--- src/rtl/dfx_seq_engine.sv ---
`default_nettype none
// ---------------------------------------------------------------------------
// dfx_seq_engine : slot-table DFX sequencer with per-slot profiling, status,
//                  handshake timeout and graceful stop
// Revision 1.0
// ---------------------------------------------------------------------------
module dfx_seq_engine #(
  parameter int INDEX_WIDTH   = 3,
  parameter int ADDR_WIDTH    = 32,
  parameter int SIZE_WIDTH    = 26,
  parameter int PROFILE_WIDTH = 32,
  parameter int LOOP_WIDTH    = 8,
  parameter int TIMEOUT_WIDTH = 20
) (
  input  logic                     i_clk,
  input  logic                     i_reset,
  input  logic                     i_cfg_wr_en,
  input  logic [INDEX_WIDTH-1:0]   i_cfg_wr_index,
  input  logic [1:0]               i_cfg_wr_field,
  input  logic [ADDR_WIDTH-1:0]    i_cfg_wr_data,
  input  logic [INDEX_WIDTH-1:0]   i_cfg_rd_index,
  output logic [PROFILE_WIDTH-1:0] o_cfg_rd_profile,
  output logic [1:0]               o_cfg_rd_status,
  input  logic                     i_start,
  input  logic                     i_stop,
  input  logic [INDEX_WIDTH-1:0]   i_end_cnt,
  input  logic [LOOP_WIDTH-1:0]    i_loop_cnt,
  input  logic [TIMEOUT_WIDTH-1:0] i_timeout,
  output logic                     o_busy,
  output logic                     o_done,
  output logic                     o_error,
  output logic [INDEX_WIDTH-1:0]   o_main_cnt,
  output logic                     o_slave_reprog,
  output logic                     o_slave_init,
  output logic                     o_slave_start_exec,
  input  logic                     i_slave_reprog_accept,
  input  logic                     i_slave_fin_init,
  input  logic                     i_slave_start_exec_accept,
  input  logic                     i_slave_fin_exec,
  output logic [ADDR_WIDTH-1:0]    o_slave_src_addr,
  output logic [ADDR_WIDTH-1:0]    o_slave_des_addr,
  output logic [SIZE_WIDTH-1:0]    o_slave_src_size,
  output logic [SIZE_WIDTH-1:0]    o_slave_des_size
);

  localparam int c_DEPTH = 1 << INDEX_WIDTH;

  typedef enum logic [2:0] {
    S_IDLE   = 3'd0,
    S_LOAD   = 3'd1,
    S_REPROG = 3'd2,
    S_INIT   = 3'd3,
    S_EXEC   = 3'd4,
    S_WAIT   = 3'd5,
    S_NEXT   = 3'd6
  } state_t;

  state_t r_state;
  state_t w_next;

  logic [ADDR_WIDTH-1:0]    r_src_addr_tbl [c_DEPTH];
  logic [ADDR_WIDTH-1:0]    r_des_addr_tbl [c_DEPTH];
  logic [SIZE_WIDTH-1:0]    r_src_size_tbl [c_DEPTH];
  logic [SIZE_WIDTH-1:0]    r_des_size_tbl [c_DEPTH];
  logic [PROFILE_WIDTH-1:0] r_prof_tbl     [c_DEPTH];
  logic [1:0]               r_stat_tbl     [c_DEPTH];

  logic [INDEX_WIDTH-1:0]   r_main;
  logic [INDEX_WIDTH-1:0]   r_end;
  logic [LOOP_WIDTH-1:0]    r_pass;
  logic [LOOP_WIDTH-1:0]    r_loop;
  logic [TIMEOUT_WIDTH-1:0] r_timeout;
  logic [TIMEOUT_WIDTH-1:0] r_wait;
  logic [PROFILE_WIDTH-1:0] r_prof;
  logic                     r_stop;
  logic                     r_done;
  logic                     r_error;
  logic [ADDR_WIDTH-1:0]    r_src_addr;
  logic [ADDR_WIDTH-1:0]    r_des_addr;
  logic [SIZE_WIDTH-1:0]    r_src_size;
  logic [SIZE_WIDTH-1:0]    r_des_size;

  logic                     w_resp;
  logic                     w_expire;
  logic                     w_hs_state;
  logic                     w_stop_pend;
  logic                     w_last_slot;
  logic                     w_pass_done;
  logic [PROFILE_WIDTH-1:0] w_prof_inc;

  assign w_hs_state  = (r_state == S_REPROG) || (r_state == S_INIT) ||
                       (r_state == S_EXEC)   || (r_state == S_WAIT);
  // A stop arriving in the NEXT cycle itself still ends the run there.
  assign w_stop_pend = r_stop || i_stop;
  assign w_last_slot = (r_main == r_end);
  assign w_pass_done = (r_loop != '0) && ((r_pass + LOOP_WIDTH'(1)) == r_loop);
  assign w_prof_inc  = (&r_prof) ? r_prof : r_prof + PROFILE_WIDTH'(1);

  always_comb begin
    w_next   = r_state;
    w_resp   = 1'b0;
    w_expire = 1'b0;
    case (r_state)
      S_IDLE:   if (i_start) w_next = S_LOAD;
      S_LOAD:   w_next = S_REPROG;
      S_REPROG: begin
        w_resp = i_slave_reprog_accept;
        if (w_resp) w_next = S_INIT;
      end
      S_INIT: begin
        w_resp = i_slave_fin_init;
        if (w_resp) w_next = S_EXEC;
      end
      S_EXEC: begin
        w_resp = i_slave_start_exec_accept;
        if (w_resp) w_next = S_WAIT;
      end
      S_WAIT: begin
        w_resp = i_slave_fin_exec;
        if (w_resp) w_next = S_NEXT;
      end
      S_NEXT: begin
        if (w_stop_pend)                     w_next = S_IDLE;
        else if (!w_last_slot || !w_pass_done) w_next = S_LOAD;
        else                                 w_next = S_IDLE;
      end
      default:  w_next = S_IDLE;
    endcase
    if (w_hs_state && !w_resp && (r_timeout != '0) &&
        (r_wait == r_timeout - TIMEOUT_WIDTH'(1))) begin
      w_expire = 1'b1;
      w_next   = S_IDLE;
    end
  end

  always_ff @(posedge i_clk or posedge i_reset) begin
    if (i_reset) r_state <= S_IDLE;
    else         r_state <= w_next;
  end

  always_ff @(posedge i_clk or posedge i_reset) begin
    if (i_reset) begin
      for (int k = 0; k < c_DEPTH; k++) begin
        r_src_addr_tbl[k] <= '0;
        r_des_addr_tbl[k] <= '0;
        r_src_size_tbl[k] <= '0;
        r_des_size_tbl[k] <= '0;
        r_prof_tbl[k]     <= '0;
        r_stat_tbl[k]     <= 2'b00;
      end
      r_main     <= '0;
      r_end      <= '0;
      r_pass     <= '0;
      r_loop     <= '0;
      r_timeout  <= '0;
      r_wait     <= '0;
      r_prof     <= '0;
      r_stop     <= 1'b0;
      r_done     <= 1'b0;
      r_error    <= 1'b0;
      r_src_addr <= '0;
      r_des_addr <= '0;
      r_src_size <= '0;
      r_des_size <= '0;
    end else begin
      r_done <= (r_state != S_IDLE) && (w_next == S_IDLE);
      r_wait <= (w_next != r_state) ? '0 : r_wait + TIMEOUT_WIDTH'(1);
      if ((r_state != S_IDLE) && i_stop) r_stop <= 1'b1;
      if (w_next == S_IDLE)              r_stop <= 1'b0;
      case (r_state)
        S_IDLE: begin
          if (i_cfg_wr_en) begin
            case (i_cfg_wr_field)
              2'd0:    r_src_addr_tbl[i_cfg_wr_index] <= i_cfg_wr_data;
              2'd1:    r_src_size_tbl[i_cfg_wr_index] <= i_cfg_wr_data[SIZE_WIDTH-1:0];
              2'd2:    r_des_addr_tbl[i_cfg_wr_index] <= i_cfg_wr_data;
              default: r_des_size_tbl[i_cfg_wr_index] <= i_cfg_wr_data[SIZE_WIDTH-1:0];
            endcase
          end
          if (i_start) begin
            r_main    <= '0;
            r_pass    <= '0;
            r_error   <= 1'b0;
            r_end     <= i_end_cnt;
            r_loop    <= i_loop_cnt;
            r_timeout <= i_timeout;
            for (int k = 0; k < c_DEPTH; k++) r_stat_tbl[k] <= 2'b00;
          end
        end
        S_LOAD: begin
          r_src_addr         <= r_src_addr_tbl[r_main];
          r_des_addr         <= r_des_addr_tbl[r_main];
          r_src_size         <= r_src_size_tbl[r_main];
          r_des_size         <= r_des_size_tbl[r_main];
          r_stat_tbl[r_main] <= 2'b01;
          r_prof             <= '0;
        end
        S_REPROG, S_INIT, S_EXEC, S_WAIT: begin
          r_prof <= w_prof_inc;
          if (w_expire) begin
            r_stat_tbl[r_main] <= 2'b11;
            r_error            <= 1'b1;
          end else if ((r_state == S_WAIT) && i_slave_fin_exec) begin
            r_prof_tbl[r_main] <= w_prof_inc;
            r_stat_tbl[r_main] <= 2'b10;
          end
        end
        S_NEXT: begin
          if (w_next == S_LOAD) begin
            if (w_last_slot) begin
              r_main <= '0;
              r_pass <= r_pass + LOOP_WIDTH'(1);
            end else begin
              r_main <= r_main + INDEX_WIDTH'(1);
            end
          end
        end
        default: ;
      endcase
    end
  end

  assign o_busy             = (r_state != S_IDLE);
  assign o_done             = r_done;
  assign o_error            = r_error;
  assign o_main_cnt         = r_main;
  assign o_slave_reprog     = (r_state == S_REPROG);
  assign o_slave_init       = (r_state == S_INIT);
  assign o_slave_start_exec = (r_state == S_EXEC);
  assign o_slave_src_addr   = r_src_addr;
  assign o_slave_des_addr   = r_des_addr;
  assign o_slave_src_size   = r_src_size;
  assign o_slave_des_size   = r_des_size;
  assign o_cfg_rd_profile   = r_prof_tbl[i_cfg_rd_index];
  assign o_cfg_rd_status    = r_stat_tbl[i_cfg_rd_index];

endmodule
`default_nettype wire
--- config.mk ---
export PLATFORM = sky130hd
export DESIGN_NAME = dfx_seq_engine
export DESIGN_NICKNAME = d
export VERILOG_FILES = /design/src/rtl/dfx_seq_engine.sv
export SDC_FILE = /design/constraint.sdc
export NUM_CORES = 2
export LEC_CHECK = 0
export CAP_MARGIN = 20
export CORE_MARGIN = 4
export CORE_UTILIZATION = 28
export CTS_CLUSTER_SIZE = 28
export DETAILED_ROUTE_END_ITERATION = 10
export PLACE_DENSITY = 0.48
export SYNTH_ARGS = -nofsm -noshare
export SYNTH_HDL_FRONTEND = slang
export SYNTH_SLANG_ARGS = --single-unit
--- constraint.sdc ---
create_clock -name i_clk -period 54.4 [get_ports i_clk]
set_input_delay 10.88 -clock i_clk [delete_from_list [all_inputs] [get_ports i_clk]]
set_output_delay 10.88 -clock i_clk [all_outputs]
set_load 0.01 [all_outputs]
==> parameters.txt <==
Parameter                              Value

Placed design
  Post-Place Setup Slack ... 29.87 ns
  Count of port buffers added during placement ... 238
  Global placer's final weighted congestion ... between 0.7 and 0.8
  Post-detailed-placement half-perimeter wirelength ... 120 mm
  Placed Cells incl. Taps ... 8,031

Pwr
  Overall Power ... 0.00325 W
  Share of power burned in the clock network ... 0.334
  VDD IR-drop max ... 0.0000300 V
  Net switching power ... a little over 0.001 W
  Relative contribution of combinational cells to total power ... 0.231
  Leakage power of the design ... between 30 and 40 nW
  Pwr dens ... 43.5 mW/mm^2
  Switching share of total power ... 0.310
  Proportion of power drawn by flip-flops and latches ... 0.435
  Int Pwr ... 0.00225 W

Synthesis
  Area contributors post-synth ... sky130_fd_sc_hd__dfrtp_1 (56%), sky130_fd_sc_hd__mux2_2 (20%), sky130_fd_sc_hd__mux4_2 (3.8%), sky130_fd_sc_hd__o21ai_0 (3.5%), sky130_fd_sc_hd__nand2_1 (3.1%)
  Synthesis Warnings ... 0
  Flops & latches, synth ... 1,416
  Per-instance average area after synthesis ... 12.4 sq um
  Synthesized instance count ... 5,119
  Share of the yosys chip area belonging to registers ... 0.557
  Proportion of synthesized flip-flops having asynchronous set or reset ... 1.00
  Netlist area before placement ... roughly 0.064 sq mm
  Share of the synthesized area in the top cell type ... 0.557
  Yosys cell types ... 74
  Top post-synthesis cells by count ... sky130_fd_sc_hd__dfrtp_1 (1,416), sky130_fd_sc_hd__mux2_2 (1,110), sky130_fd_sc_hd__nand2_1 (520), sky130_fd_sc_hd__o21ai_0 (441), sky130_fd_sc_hd__clkbuf_1 (326)
  Net count after synthesis ... 5,205
  Count leader, synth ... sky130_fd_sc_hd__dfrtp_1
  Cell type with the largest total area after synthesis ... sky130_fd_sc_hd__dfrtp_1
  Count of flip-flops with a built-in enable after synthesis ... 0
  Synth Flop Type ... sky130_fd_sc_hd__dfrtp_1

STA
  Number of endpoints failing setup at the final stage ... 0
  Crit path time final ... 24.43 ns
  Pins over their slew limit ... 0
  Final-layout setup total negative slack ... 0 ns
  Unrepaired setup endpoints after global routing ... no
  Maximum clock rate ... 40.9 MHz
  Slew headroom ... 0.243
  Portion of the clock cycle consumed by the worst path in the final layout ... 0.449
  Clk_skew ... 0.0675 ns
  Transition time of the tightest slew-check pin ... 1.14 ns
  Number of endpoints with negative hold slack in the final report ... 0
  Worst setup margin ... ~30 ns

Floorplanning
  Die area ... between 0.2 and 0.25 sq mm
  Top Ports ... 239
  Count of standard-cell rows ... 174
  Effective utilization at floorplan ... 0.282
  Chip Width ... 485 microns
  Vertical extent of the die ... 485 microns
  Core area ... between 0.2 and 0.25 sq mm

Global routing
  Total track usage ... 0.170
  First-pass GRT wire length ... ~300 mm
  Vias in the first global route ... about 43k
  Grt total ovfl ... 0
  Largest net degree at the start of global routing ... ~170
  Antenna violations before repair ... 12

Detailed routing
  Amount of wire on met3 after detailed routing ... 7.76 mm
  Met2 wire len ... 95.4 mm
  Post-route antenna net violation count ... 0
  DRC Markers ... 0
  Number of design-rule violations left by the first detailed-router iteration ... 2,779
  DR pass1 iterations ... 5
  Wire length per cell after detailed routing ... approximately 24 microns
  Number of vias after detailed routing ... 41.9k
  Wire length reported by the detailed router ... 202 mm
  Wire length on met1 ... 95.1 mm
  Highest routed layer ... met5
  Per-cell via count in the routed design ... about 5.0

Clocking
  Total of cells resized after clock tree synthesis ... 0
  CTS clock-pin slew for the worst setup and hold paths ... 0.05 ns
  Clock latency of the later-clocked register in the worst-skew pair ... 0.82 ns
  CTS H-Tree Depth ... 4
  Cts hold-fix bufs ... 0
  Inserted Clock Buffers ... roughly 160
  Clock sink count ... 1,416
  Buffer type at the clock tree root ... sky130_fd_sc_hd__clkbuf_16
  Clock tree from TritonCTS ... yes
  Post CTS Setup Buffer Count ... 0
  Number of buffers between clock root and the deepest sink ... 3

Setup path
  Maximum fanout count along the critical path ... 40
  Critical Path Start Type ... input port
  Type of element capturing the critical path ... output pin
  Crit Path Class ... in2out
  Data arrival time of the critical path ... 13.55 ns
  Critical path data required time ... 43.52 ns

Finish
  Flip-flop and latch area ... roughly 0.035 sq mm
  Utilization after layout ... 0.332
  Final cell count without fillers ... 8,322
  Ratio of cells with drive above 1 in the final layout ... 0.315
  Layout overhead on the synthesized area ... 17.5%
  Footprint of the multi-input gates ... 0.0266 sq mm
  Count of nets after finishing ... 5,293
  Total of fill cells in the finished design ... 22.4k

Run status
  Outcome ... complete, no violations

Min path
  Worst hold path type ... reg2reg

Run
  Number of max-cap violations ... 0
power by group through the flow:
stage	clock, W	sequential (W)	combinational [W]
finish	0.00109	0.00142	0.000750
global route	0.00117	0.00144	0.000825
CTS	0.00112	0.00141	0.000765
detailed placement	0	0.00143	0.000761
global placement	0	0.00142	0.000749
floorplan	0	0.00141	0.000475
registers in the layout, summed over array words and instances, names as in the netlist, 32 cells and up:
signal and cells:
r_des_addr_tbl 256, o_slave_des_addr 32, r_des_size_tbl 208, r_src_addr_tbl 256, r_prof_tbl 256, r_src_size_tbl 208
o_slave_src_addr 32, r_prof 32
per-stage QoR:
stage | instance area, sq um | hold WS (ns)
after CTS | 74600 | 0.478
after floorplan | 63600 | 0.445
after global placement | 69200 | 0.458
final | 74700 | 0.472
after global routing | 74700 | 0.493
after detailed placement | 69300 | 0.457
metal layers:
| metal | up-vias | global-route usage |
|---|---|---|
| li1 | 18577 | - |
| met4 | 2 | 0.0378 |
| met1 | 22187 | 0.237 |
| met3 | 234 | 0.0237 |
| met2 | 866 | 0.280 |
| met5 | - | 0 |
cell usage in the layout, fill, tap and decap left out, types with 106 or more instances in the layout:
cell type / count
sky130_fd_sc_hd__dfrtp_1: 1413
sky130_fd_sc_hd__o21ai_0: 441
sky130_fd_sc_hd__nand2_1: 486
sky130_fd_sc_hd__clkdlybuf4s50_1: 233
sky130_fd_sc_hd__clkbuf_16: 161
sky130_fd_sc_hd__buf_4: 109
sky130_fd_sc_hd__a21oi_1: 155
sky130_fd_sc_hd__mux2_2: 1110
sky130_fd_sc_hd__mux4_2: 106
sky130_fd_sc_hd__nor2_1: 202
critical path: stages:
cell,delay (ns)
sky130_fd_sc_hd__buf_4,0.47
sky130_fd_sc_hd__buf_4,0.75
sky130_fd_sc_hd__mux4_2,0.60
sky130_fd_sc_hd__mux2_2,0.32
sky130_fd_sc_hd__clkdlybuf4s50_1,0.49
path summary, 6_finish.rpt:
| kind | startpoint | to | slack, ns | cells after the start |
|---|---|---|---|---|
| min in group asynchronous | i_reset | r_timeout[7] | 10.64 | 2 |
| max reg2reg | o_main_cnt[2] | o_slave_src_size[23] | 50.02 | 8 |
| min reg2reg | o_slave_des_addr[30] | o_slave_des_addr[30] | 0.47 | 2 |
| min | o_slave_des_addr[30] | o_slave_des_addr[30] | 0.47 | 2 |
| max | i_cfg_rd_index[0] | o_cfg_rd_status[1] | 29.97 | 5 |
| max in group asynchronous | i_reset | o_slave_src_size[0] | 40.71 | 5 |
cell type report:
type,instances,share of cell area
sequential,1416,0.474
multi-input combinational,3254,0.356
clock buffer,235,0.0620
tap,2992,0.0501
timing repair buffer,365,0.0477
clock inverter,47,0.00869
inverter,11,0.000653
antenna,2,0.0000670
logic make-up after synthesis:
logic type | Yosys count | synth area share
flip-flops | 1416 | 0.557
XOR/XNOR | 81 | 0.0112
adder cells (fa/ha/maj) | 6 | 0.00118
AND/OR/NAND/NOR | 926 | 0.0638
AO/OA/AOI/OAI | 923 | 0.0882
buffers and inverters | 449 | 0.0284
multiplexers | 1318 | 0.250
Power figures use the tool's default switching activity.
